[src/rtl/elastic_issue_stage.sv]
// LANES-wide elastic issue-group stage: head register plus skid register with a
// registered in_ready. Supports per-lane squash of the head, whole-stage flush and bubble drop.
module elastic_issue_stage #(
  parameter int LANES        = 2,
  parameter int DATA_W       = 64,
  parameter int ZERO_ON_KILL = 1
) (
  input  logic                    clk,
  input  logic                    rst,
  input  logic                    flush,
  input  logic [LANES-1:0]        kill_mask,
  input  logic                    in_valid,
  output logic                    in_ready,
  input  logic [LANES-1:0]        in_lane_vld,
  input  logic [LANES*DATA_W-1:0] in_data,
  output logic                    out_valid,
  input  logic                    out_ready,
  output logic [LANES-1:0]        out_lane_vld,
  output logic [LANES*DATA_W-1:0] out_data,
  output logic [1:0]              occupancy
);

  logic                    h_valid_reg, h_valid_next;
  logic [LANES-1:0]        h_vld_reg, h_vld_next;
  logic [LANES*DATA_W-1:0] h_data_reg, h_data_next;
  logic                    s_valid_reg, s_valid_next;
  logic [LANES-1:0]        s_vld_reg, s_vld_next;
  logic [LANES*DATA_W-1:0] s_data_reg, s_data_next;
  logic                    in_ready_reg, in_ready_next;

  logic [LANES*DATA_W-1:0] h_data_kept;
  logic                    h_leave;
  logic                    store;

  // Head payload as it should look after this edge's kill_mask is applied.
  generate
    for (genvar gi = 0; gi < LANES; gi++) begin : g_lane
      assign h_data_kept[gi*DATA_W +: DATA_W] =
        (ZERO_ON_KILL != 0 && kill_mask[gi]) ? '0 : h_data_reg[gi*DATA_W +: DATA_W];
    end
  endgenerate

  assign out_lane_vld = h_vld_reg & ~kill_mask;
  assign out_valid    = h_valid_reg & (|out_lane_vld);
  assign out_data     = h_data_reg;
  assign in_ready     = in_ready_reg;
  assign occupancy    = {1'b0, h_valid_reg} + {1'b0, s_valid_reg};

  // A fully killed head leaves regardless of out_ready.
  assign h_leave = h_valid_reg & (~(|out_lane_vld) | out_ready);
  // Bubbles are accepted but never stored.
  assign store   = in_valid & in_ready_reg & (|in_lane_vld);

  always_comb begin
    h_valid_next = h_valid_reg;
    h_vld_next   = h_vld_reg;
    h_data_next  = h_data_reg;
    s_valid_next = s_valid_reg;
    s_vld_next   = s_vld_reg;
    s_data_next  = s_data_reg;

    if (flush) begin
      h_valid_next = 1'b0;
      h_vld_next   = '0;
      s_valid_next = 1'b0;
      s_vld_next   = '0;
      if (ZERO_ON_KILL != 0) begin
        h_data_next = '0;
        s_data_next = '0;
      end
    end else if (h_leave) begin
      if (s_valid_reg) begin
        h_valid_next = 1'b1;
        h_vld_next   = s_vld_reg;
        h_data_next  = s_data_reg;
        s_valid_next = store;
        s_vld_next   = store ? in_lane_vld : '0;
        if (store) s_data_next = in_data;
      end else begin
        h_valid_next = store;
        h_vld_next   = store ? in_lane_vld : '0;
        h_data_next  = store ? in_data : h_data_kept;
      end
    end else if (h_valid_reg) begin
      // Head stays; in_ready implies the skid slot is free for a new group.
      h_vld_next  = h_vld_reg & ~kill_mask;
      h_data_next = h_data_kept;
      if (store) begin
        s_valid_next = 1'b1;
        s_vld_next   = in_lane_vld;
        s_data_next  = in_data;
      end
    end else if (store) begin
      h_valid_next = 1'b1;
      h_vld_next   = in_lane_vld;
      h_data_next  = in_data;
    end

    in_ready_next = ~(h_valid_next & s_valid_next);
  end

  always_ff @(posedge clk) begin
    if (rst) begin
      h_valid_reg  <= 1'b0;
      h_vld_reg    <= '0;
      h_data_reg   <= '0;
      s_valid_reg  <= 1'b0;
      s_vld_reg    <= '0;
      s_data_reg   <= '0;
      in_ready_reg <= 1'b1;
    end else begin
      h_valid_reg  <= h_valid_next;
      h_vld_reg    <= h_vld_next;
      h_data_reg   <= h_data_next;
      s_valid_reg  <= s_valid_next;
      s_vld_reg    <= s_vld_next;
      s_data_reg   <= s_data_next;
      in_ready_reg <= in_ready_next;
    end
  end

endmodule

[config.mk]
export PLATFORM = sky130hd
export DESIGN_NAME = elastic_issue_stage
export DESIGN_NICKNAME = d
export VERILOG_FILES = /design/src/rtl/elastic_issue_stage.sv
export SDC_FILE = /design/constraint.sdc
export NUM_CORES = 1
export LEC_CHECK = 0
export ABC_AREA = 1
export CAP_MARGIN = 10
export CORE_MARGIN = 5
export CORE_UTILIZATION = 30
export CTS_CLUSTER_SIZE = 25
export DETAILED_ROUTE_END_ITERATION = 7
export GPL_TIMING_DRIVEN = 1
export SLEW_MARGIN = 30
export SYNTH_ARGS = -nofsm -noshare
export SYNTH_HDL_FRONTEND = slang
export SYNTH_SLANG_ARGS = --single-unit
export TNS_END_PERCENT = 1
[constraint.sdc]
create_clock -name clk -period 1.6 [get_ports clk]
set_clock_uncertainty 0.15 [all_clocks]
set_input_delay 0.32 -clock clk [delete_from_list [all_inputs] [get_ports clk]]
set_output_delay 0.32 -clock clk [all_outputs]
set_load 0.005 [all_outputs]
# Word-level counts from Yosys, hierarchy flattened
# Index checks and enable logic that the tools add are counted.
# op_classes
reduce_logical	8
addsub	1
bitwise	10
eq_ne	1
n_mux	29
# op_table
cell	n
two-way mux 128 bit	9
two-way mux 64 bit	2
two-way mux 2 bit	8
two-way mux 1 bit	10
OR reduction 2 bit	3
AND 1 bit	5
nonzero test 2 bit	2
AND reduction 3 bit	1
nonzero test 3 bit	1
adder 1 x 1 -> 2 bit	1
AND 2 bit	1
!= test 2 bit, second input constant	1
inverter 1 bit	2
inverter 2 bit	1
AND reduction 2 bit	1
OR 1 bit	1
# word_totals
register_bits	263
wordCells	56
input_bits	137

# Depth between registers and ports, before layout
# Gate-level depths: netlist of the first run.
# logic_depth
depth_word	10
depth_mapped	11

# Worst setup path after synthesis of the first run
# OpenSTA, ideal clock, no wires.
# synth_path
path_type	input -> register
from	in kill_mask[0]
to	reg s_data_reg[76]
n_path_buf	2
cell_stages	10
path_slack_ns	0.064
required_ns	1.334
arrival_time_ns	1.270
path_cell_list	inv_2 -> nand2_2 -> nand2_2 -> nand2_2 -> nand2_2 -> nand2_4 -> buf_4 -> buf_4 -> o21ai_0 -> nor2_1
# synth_via
elab_chain_cells	8
elab_cells_between_ends	10
# synth_lines
item	line	text
from (decl)	11	input logic [LANES-1:0] kill_mask,
inverter 2 bit (*)	43	assign out_lane_vld = h_vld_reg & ~kill_mask;
AND 2 bit (*)	43	
OR reduction 2 bit (*)	50	assign h_leave = h_valid_reg & (~(|out_lane_vld) | out_ready);
inverter 1 bit (*)	50	
OR 1 bit (*)	50	
AND 1 bit (*)	50	
!= test 2 bit (no source line) / nonzero test 2 bit (equally long branches)	n/a	
AND reduction 2 bit (no source line)	n/a	
to (signal assigned)	117	s_data_reg <= s_data_next;
to (decl)	28	logic [LANES*DATA_W-1:0] s_data_reg, s_data_next;
# Mark *: on every way between the ends. The rest lies on a longest branch, timed or not.
# A chain may end at the register's enable or synchronous reset.

# Worst setup path after layout of the first run
# layout_path
from	reg h_valid_reg
to	out occupancy[0]
# layout_via
elab_chain_cells	1
# layout_lines
item	line	text
from (decl)	23	logic h_valid_reg, h_valid_next;
from (signal assigned)	112	h_valid_reg <= h_valid_next;
adder 1 x 1 -> 2 bit	47	assign occupancy = {1'b0, h_valid_reg} + {1'b0, s_valid_reg};
to (decl)	20	output logic [1:0] occupancy
# Every way passes these cells.

==> metrics.txt, run 1 <==
Highest Clock Rate=569 MHz; Die Width=237 um; share of cells above drive strength 1=0.161; NetSw=between 5 and 6 mW; syn nets=approximately 2700; CP Buf/Inv Count=1; Worst Path Arrival=1.29 ns; Multi-input gate area=between 8000 and 9000 um^2; Reg area=5440 um^2; violated checks=setup timing; row count=83; Clock Path Buffers=3; final instance area=20500 um^2; actual slew at the worst max-slew pin=~0.44 ns; worst min path class=input port to flip-flop; syn avg cell area=6.16 um^2; setup TNS=-4.31 ns; min Tclk post-route=1.76 ns; Post-synth EDFFs=0; first-pass GRT wire length=slightly above 90000 um; Layout Nets=~2800; Yosys warning count=0; Seq pwr share=0.388; Sw Share=0.284; DR iter-0 viols=1453; fin worst setup slack=-0.158 ns; initial cell density of the core=0.303; Power Dens Cells=865 nW/um^2; root buffer cell=clkbuf_16; worst-skew pair later-pin latency=0.56 ns; power share of the clock group=0.450; Final GP Congestion=around 0.8; required time of the critical path=1.13 ns; ys flop type=dfxtp_1; TritonCTS clock tree=yes; cell family with most CP delay=flip-flops; Hold Violations, Final=0; synth unique cells=23; RSZ-0062 raised after global routing=true; crit path launch type=flip-flop; VDD IR-drop max=0.561 mV; crit-path cells=ha_4 > buf_6; final WL=59300 um; Mapped Area=~15000 um^2; Critical Path Slowest Stage Cell=dfxtp_4; Setup WS pre-CTS=-0.663 ns; Area Overhead vs Synth=32.5%; CTS clk-pin slew, worst paths=about 0.050 ns; IO Count=271; Residual DRC=0; largest net degree at the start of global routing=101; die area=about 56000 um^2; cells after synthesis=about 2500; Slew Limit Headroom=0.704; Tcrit/Tclk final=1.10; combinational group share of total power=0.162; IO buf count=270; post-DR vias/cell=5.22; ys async rst share=0; Yosys reg bits=263; DRT antenna net count=0; clk sinks=263; Critical Path Fanout Max=4; H-tree depth=2; vias in the first global route=17255; Max Slew Vio Count=0; total CTS buffers=36; fill count=between 5000 and 6000; Worst Setup Path Type=flip-flop to primary output; grt total ovfl=0; max-cap check violation count=0; Hold-fix buffers, CTS=0; status=finished, violations left; final setup fails=132; Leak=8.92 nW; Crit path largest cell delay=between 0.3 and 0.4 ns; global-route usage over all layers=0.197; drt wl/cell=17.4 um; post-DP HPWL=between 30000 and 40000 um; Crit. End Element=primary output; router iterations before antenna repair=5; initial antenna violation count=6; Power Internal=12.7 mW; Core ar.=51200 um^2; Die Y-Extent=around 240 um; placed cell area=19400 um^2; vias=17836; register area share after synthesis=0.340
through the flow:
stage                     total power [mW]   util  hold WS [ns]  std cells
final                                 17.8  0.401         0.218       3418
after global placement                9.87  0.380         0.286       3344
after global routing                  18.6  0.401         0.205       3417
after CTS                             18.0  0.400         0.188       3413
after floorplan                       8.47      -         0.280       2515
after detailed placement              9.95  0.380         0.296       3344
cells in the mapped netlist (9+ instances only):
| master | count | area (um^2) |
|---|---|---|
| a21oi_1 | 292 | 1460 |
| buf_1 | 19 | 71.3 |
| buf_2 | 99 | 495 |
| buf_4 | 17 | 128 |
| clkbuf_1 | 87 | 327 |
| dfxtp_1 | 263 | 5270 |
| inv_1 | 157 | 589 |
| inv_2 | 9 | 33.8 |
| nand2_1 | 611 | 2290 |
| nand3_1 | 195 | 976 |
| nand3b_1 | 65 | 488 |
| nor2_1 | 279 | 1050 |
| o211ai_1 | 63 | 473 |
| o21ai_0 | 312 | 1560 |
| o21ai_1 | 28 | 140 |
placed cells by master, fill, tap and decap left out, types with 5 or more instances in the layout:
cell               n
dfxtp_2          111
dfxtp_4           10
o21ai_0          281
clkbuf_2           8
o21ai_1           58
clkdlybuf4s50_1  135
a21oi_2           11
inv_1            155
nand2_1          610
buf_6             12
nand3b_1          65
buf_16             6
buf_12            44
buf_2            100
clkbuf_8           7
buf_4             50
a21oi_1          281
nor2_1           277
o211ai_1          63
clkbuf_16         39
inv_2              5
dfxtp_1          142
clkdlybuf4s15_1   19
clkbuf_1           8
clkinv_2           8
nand3_1          195
kinds of logic (layout without fill, tap and decap cells):
kind of cell               after synthesis  count (layout)  synth area share
other                                    0               3                 0
DFF                                    263             263             0.340
buffers and inverters                  390             610             0.107
adders and majority gates                1               1          0.000807
and+or+nand+nor                       1163            1163             0.316
AOI/OAI and AO/OA                      698             698             0.236
worst min-delay path: stages:
cell,delay (ns)
clkdlybuf4s50_1,0.42
nand2_1,0.07
a21oi_1,0.05
area by class of cell:
class	count	share of cell area
Antenna cell	3	0.000366
Clock inverter	12	0.00500
Sequential cell	263	0.265
Inverter	167	0.0319
Timing Repair Buffer	379	0.181
Tap cell	680	0.0414
Multi-Input combinational cell	1862	0.424
Clock buffer	52	0.0512
final timing paths:
check | start | to | slack [ns] | cells past startpoint
worst max register to register | h_valid_reg | s_data_reg[100] | -0.08 | 8
worst min-delay path | in_data[88] | s_data_reg[88] | 0.22 | 3
worst max-delay path | h_valid_reg | occupancy[0] | -0.16 | 2
worst min register to register | s_data_reg[48] | s_data_reg[48] | 0.30 | 2
power groups by stage:
| stage | Combinational [mW] | Clock [mW] | Sequential [mW] |
|---|---|---|---|
| after floorplan | 1.48 | 0 | 7.00 |
| after global placement | 2.85 | 0 | 7.01 |
| after detailed placement | 2.93 | 0 | 7.02 |
| after CTS | 2.85 | 8.20 | 6.90 |
| after global routing | 3.17 | 8.47 | 6.92 |
| final | 2.87 | 7.99 | 6.90 |
metal layers:
metal / global-route usage / vias up / routed length, um
li1: - / 8657 / -
met1: 0.253 / 8379 / 25700
met2: 0.324 / 677 / 27500
met3: 0.0400 / 119 / 4530
met4: 0.0792 / 4 / 1590
met5: 0 / - / 23
timing repair:
| item | in CTS | in global routing |
|---|---|---|
| setup endpoints to repair | 387 | 281 |
| gates resized for setup | 638 | 66 |
| cloned | 0 | 2 |
| setup buffers | 5 | 0 |
| pin swaps | 10 | 24 |
(Power assumes the default switching activity.)
==> run 2: changes to the inputs <==
--- a/config.mk
+++ b/config.mk
@@ -7,6 +7,7 @@
 export LEC_CHECK = 0
 export ABC_AREA = 1
 export CAP_MARGIN = 10
+export CORE_ASPECT_RATIO = 0.8
 export CORE_MARGIN = 5
 export CORE_UTILIZATION = 30
 export CTS_CLUSTER_SIZE = 25
==> run 2 against run 1 <==
Compared with the run above: the run still ends with setup timing left; critical endpoint unchanged; wire length fell by 1.3%; total power fell by 0.44%; final area rose by 1.6%; count of clock-buffer cells in the layout fell by 1; combinational power rose by 4%; sequential share of layout area fell by 0.43 points; critical path depth rose by 1.
==> metrics.txt, run 2 (synthesis gave the netlist of run 1 again) <==
Power Internal=12.8 mW (was 12.7 mW); Most Crowded Layer GR=met2 (unchanged); Worst Setup Path Type=flip-flop to primary output (unchanged); NetSw=4.94 mW (was 5.04 mW); DR iter-0 viols=1557 (was 1453); Die Width=264 um (was 237 um); power share of the clock group=0.442 (was 0.450); initial antenna violation count=2 (was 6); vias in the first global route=16817 (was 17255); share of cells above drive strength 1=0.150 (was 0.161); met2 GRT Util=0.317 (was 0.324); TritonCTS clock tree=yes (unchanged); global-route usage over all layers=0.194 (was 0.197); CTS clk-pin slew, worst paths=0.06 ns (was 0.05 ns); die area=56300 um^2 (about the same); Die Y-Extent=213 um (was 237 um); initial cell density of the core=0.303 (about the same); Hold Violations, Final=0 (unchanged); Area Overhead vs Synth=34.6% (was 32.5%); required time of the critical path=1.13 ns (about the same); violated checks=setup timing (unchanged); Final GP Congestion=0.812 (was 0.809); Clock Path Buffers=3 (unchanged); post-DP HPWL=37400 um (was 36700 um); DRT antenna net count=0 (unchanged); combinational group share of total power=0.168 (was 0.162); crit path launch type=flip-flop (unchanged); final WL=58500 um (was 59300 um); Core ar.=51100 um^2 (was 51200 um^2); commonest non-fill, non-tap cells in the layout=610 x nand2_1, 291 x a21oi_1, 278 x o21ai_0, 278 x nor2_1, 195 x nand3_1 (was 610 x nand2_1, 281 x o21ai_0, 281 x a21oi_1, 277 x nor2_1, 195 x nand3_1); Seq pwr share=0.389 (was 0.388); H-tree depth=2 (unchanged); grt total ovfl=0 (unchanged); vias=17800 (was 17836); worst-skew pair later-pin latency=0.53 ns (was 0.56 ns); Residual DRC=0 (unchanged); drt wl/cell=17.0 um (was 17.4 um); Tcrit/Tclk final=1.14 (was 1.10); Highest Clock Rate=546 MHz (was 569 MHz); Core Util, Final=0.408 (was 0.401); root buffer cell=clkbuf_16 (unchanged); fin worst setup slack=-0.230 ns (was -0.158 ns); largest net degree at the start of global routing=75 (was 101); met1 Track Usage GR=0.265 (was 0.253); max-cap check violation count=0 (unchanged); row count=74 (was 83); RSZ-0062 raised after global routing=true (unchanged); router iterations before antenna repair=6 (was 5); worst min path class=input port to flip-flop (unchanged); total CTS buffers=34 (was 36); Slew Limit Headroom=0.708 (was 0.704); IO Count=271 (unchanged); final setup fails=245 (was 132); placed cell area=19600 um^2 (was 19400 um^2); first-pass GRT wire length=90700 um (was 92200 um); clk sinks=263 (unchanged); IO buf count=270 (unchanged); post-DR vias/cell=5.17 (was 5.22); VDD IR-drop max=0.565 mV (was 0.561 mV); min Tclk post-route=1.83 ns (was 1.76 ns); Layout Nets=2867 (was 2847); commonest non-fill, non-tap cell in the layout=nand2_1 (unchanged); status=finished, violations left (unchanged); Crit. End Element=primary output (unchanged); Leak=8.96 nW (was 8.92 nW); M3 GR Usage=0.0325 (was 0.0400); Power Dens Cells=848 nW/um^2 (was 865 nW/um^2); actual slew at the worst max-slew pin=0.438 ns (was 0.445 ns); final instance area=20900 um^2 (was 20500 um^2); Power Total=17.7 mW (was 17.8 mW); Sw Share=0.279 (was 0.284); Max Slew Vio Count=0 (unchanged); Worst Path Arrival=1.36 ns (was 1.29 ns); Critical Path Fanout Max=2 (was 4)
-- run 2: timing repair --
item / in CTS / in global routing
pin swaps: 3 / 1
hold buffers: 0 / 0
resized for setup: 521 / 73
setup buffers: 11 / 0
gates cloned: 0 / 4
endpoints found under the setup margin: 393 / 310
-- run 2: worst max-delay path, stage by stage (launching register included) --
cell and delay, ns:
dfxtp_4 0.35, buf_12 0.12, ha_4 0.25, buf_6 0.11
-- run 2: per-layer routing --
metal  part of all wire  vias to the layer above  wire length, um
li1                   -                     8699                -
met1               0.45                     8372            26200
met2               0.46                      631            27100
met3              0.067                       96             3920
met4              0.023                        2             1360
met5            0.00014                        -                8
-- run 2: stage by stage --
step / setup TNS [ns] / cells / worst slack (ns) / hold WS, ns
2_1_floorplan: 0 / 2515 / 0.0640 / 0.280
3_3_place_gp: -159.59 / 3362 / -0.754 / 0.286
3_5_place_dp: -166.16 / 3362 / -0.751 / 0.291
4_1_cts: -21.74 / 3434 / -0.264 / 0.195
5_1_grt: -37.13 / 3439 / -0.282 / 0.208
6_report: -13.98 / 3440 / -0.230 / 0.228
-- run 2: final cells by class --
class | count | area, um^2
diodes | 2 | 5.00
clock buffers | 51 | 1050
clock inverters | 10 | 81.3
fillers | 5276 | 30200
inverters | 167 | 651
multi-input cells | 1864 | 8700
flip-flops and latches | 263 | 5440
well taps | 684 | 856
repair buffers | 399 | 4080
-- run 2: worst paths after layout --
path | slack [ns] | from | cells past startpoint | to
max | -0.23 | h_valid_reg | 3 | occupancy[0]
min | 0.23 | in_data[81] | 3 | s_data_reg[81]
max reg2reg | -0.17 | h_valid_reg | 8 | out_data[105]
min reg2reg | 0.30 | s_data_reg[64] | 2 | s_data_reg[64]
-- run 2: power by group through the flow --
| stage | Sequential (mW) | Combinational [mW] | Clock [mW] |
|---|---|---|---|
| finish | 6.89 | 2.98 | 7.82 |
| global route | 6.91 | 3.27 | 8.31 |
| CTS | 6.89 | 2.95 | 8.04 |
| detailed placement | 7.02 | 3.00 | 0 |
| global placement | 7.01 | 2.92 | 0 |
| floorplan | 7.00 | 1.48 | 0 |
==> run 3: changes to the inputs <==
--- a/config.mk
+++ b/config.mk
@@ -13,6 +13,7 @@
 export CTS_CLUSTER_SIZE = 25
 export DETAILED_ROUTE_END_ITERATION = 7
 export GPL_TIMING_DRIVEN = 1
+export MAX_ROUTING_LAYER = met4
 export SLEW_MARGIN = 30
 export SYNTH_ARGS = -nofsm -noshare
 export SYNTH_HDL_FRONTEND = slang
==> run 3 against run 2 <==
Compared with the run above: the flow still finishes with violations (setup timing); worst setup slack got worse by 0.0018 ns; count of clock-buffer cells in the layout unchanged; sequential share of layout area hardly changed; global-route usage grew 0.58 points; die area is the same; critical path type unchanged; critical endpoint unchanged; largest cell class unchanged; highest routed layer is now met4.
==> metrics.txt, run 3 (synthesis gave the netlist of run 1 again) <==
CTS clk-pin slew, worst paths=0.06 ns (about the same); initial cell density of the core=0.303 (unchanged); total CTS buffers=34 (unchanged); Power Total=17.7 mW (about the same); Met3 Wirelength=3320 um (was 3920 um); final instance area=20800 um^2 (was 20900 um^2); Die Y-Extent=213 um (unchanged); DR iter-0 viols=1605 (was 1557); grt total ovfl=0 (unchanged); FF-to-FF setup slack=-0.14 ns (was -0.17 ns); Hold Path Depth=3 (unchanged); placed cell area=19600 um^2 (unchanged); IO Count=271 (unchanged); initial antenna violation count=2 (unchanged); Final Non-Filler Cells=3439 (was 3440); Crit. End Element=primary output (unchanged); actual slew at the worst max-slew pin=0.442 ns (was 0.438 ns); Area Overhead vs Synth=34.5% (was 34.6%); Residual DRC=0 (unchanged); Max Slew Vio Count=0 (unchanged); global-route usage over all layers=0.200 (was 0.194); share of cells above drive strength 1=0.150 (about the same); Die Width=264 um (unchanged); worst-skew pair later-pin latency=0.53 ns (about the same); Layout Nets=2866 (was 2867); top routing layer used=met4 (was met5); violated checks=setup timing (unchanged); placed cell count=3362 (unchanged); Worst Setup Path Type=flip-flop to primary output (unchanged); clk sinks=263 (unchanged); Final GP Congestion=0.824 (was 0.812); max-cap check violation count=0 (unchanged); Power Dens Cells=848 nW/um^2 (about the same); post-DP HPWL=37400 um (unchanged); Crit Reg-Reg Endpoint=out_data[35] (was out_data[105]); commonest non-fill, non-tap cells in the layout=610 x nand2_1, 291 x a21oi_1, 278 x nor2_1, 276 x o21ai_0, 195 x nand3_1 (was 610 x nand2_1, 291 x a21oi_1, 278 x o21ai_0, 278 x nor2_1, 195 x nand3_1); root buffer cell=clkbuf_16 (unchanged); fin worst setup slack=-0.232 ns (was -0.230 ns); Core ar.=51100 um^2 (unchanged); drt wl/cell=16.9 um (was 17.0 um); final setup fails=241 (was 245); RSZ-0062 raised after global routing=true (unchanged); Highest Clock Rate=546 MHz (about the same); Hold Path Sink=s_data_reg[81] (unchanged); first-pass GRT wire length=90600 um (was 90700 um); DRT antenna net count=0 (unchanged); largest net degree at the start of global routing=75 (unchanged); min Tclk post-route=1.83 ns (about the same); commonest non-fill, non-tap cell in the layout=nand2_1 (unchanged); Hold Crit Start=in_data[81] (unchanged); post-DR vias/cell=5.19 (was 5.17); met2 routed WL=26900 um (was 27100 um); vias in the first global route=16816 (was 16817); Hold-fix buffers, CTS=0 (unchanged); router iterations before antenna repair=5 (was 6); DRT met1 WL=26600 um (was 26200 um); TritonCTS clock tree=yes (unchanged); H-tree depth=2 (unchanged); status=finished, violations left (unchanged); Tcrit/Tclk final=1.15 (was 1.14); FF-to-FF Start=h_valid_reg (unchanged); Clock Path Buffers=3 (unchanged); Worst Path Arrival=1.36 ns (about the same); Reg2Reg Depth=7 (was 8); VDD IR-drop max=0.559 mV (was 0.565 mV); Critical Path Fanout Max=2 (unchanged); row count=74 (unchanged); Slew Limit Headroom=0.705 (was 0.708); crit path launch type=flip-flop (unchanged); Leak=8.95 nW (was 8.96 nW); final WL=58100 um (was 58500 um); Hold Violations, Final=0 (unchanged); required time of the critical path=1.13 ns (about the same); vias=17847 (was 17800); IO buf count=270 (unchanged); die area=56300 um^2 (unchanged); worst min path class=input port to flip-flop (unchanged)
run 3: cell type report:
type	count	area [um^2]
Inverter	167	652
Antenna cell	2	5.00
Multi-Input combinational cell	1864	8700
Timing Repair Buffer	398	4060
Tap cell	684	856
Clock buffer	51	1050
Clock inverter	10	81.3
Sequential cell	263	5440
Fill cell	5275	30300
run 3: how the worst max path moves through the flow:
stage	from	end	slack, ns
6_report	h_valid_reg	occupancy[0]	-0.23
3_3_place_gp	kill_mask[0]	out_valid	-0.75
2_1_floorplan	kill_mask[0]	s_data_reg[76]	0.06
5_1_grt	h_vld_reg[1]	out_valid	-0.28
4_1_cts	h_valid_reg	occupancy[0]	-0.26
3_5_place_dp	kill_mask[0]	out_valid	-0.75
run 3: report_power, final:
part           switching [mW]  leakage [nW]  internal, mW
combinational            1.65          6.21          1.32
clock                    3.11         0.560          4.70
sequential              0.154          2.19          6.74
run 3: metal layers:
metal,vias to the layer above,track usage
li1,8704,-
met1,8418,0.267
met2,631,0.316
met3,94,0.0294
met4,0,0.0590
met5,-,-
run 3: through the flow:
stage | util | TNS (ns) | hold WS [ns] | worst slack [ns]
2_1_floorplan | - | 0 | 0.280 | 0.0640
3_3_place_gp | 0.384 | -159.59 | 0.286 | -0.754
3_5_place_dp | 0.384 | -166.16 | 0.291 | -0.751
4_1_cts | 0.408 | -21.74 | 0.195 | -0.264
5_1_grt | 0.408 | -35.24 | 0.208 | -0.282
6_report | 0.408 | -10.99 | 0.230 | -0.232
run 3: repair_timing:
item                                    CTS  global route
endpoints found under the setup margin  393           311
cloned                                    0             3
pin swaps                                 3             1
gates resized for setup                 521            76
setup buffers                            11             0
run 3: critical path, cell delays in order, from the launching register on:
cell and delay [ns]:
dfxtp_4 0.35, buf_12 0.12, ha_4 0.25, buf_6 0.11
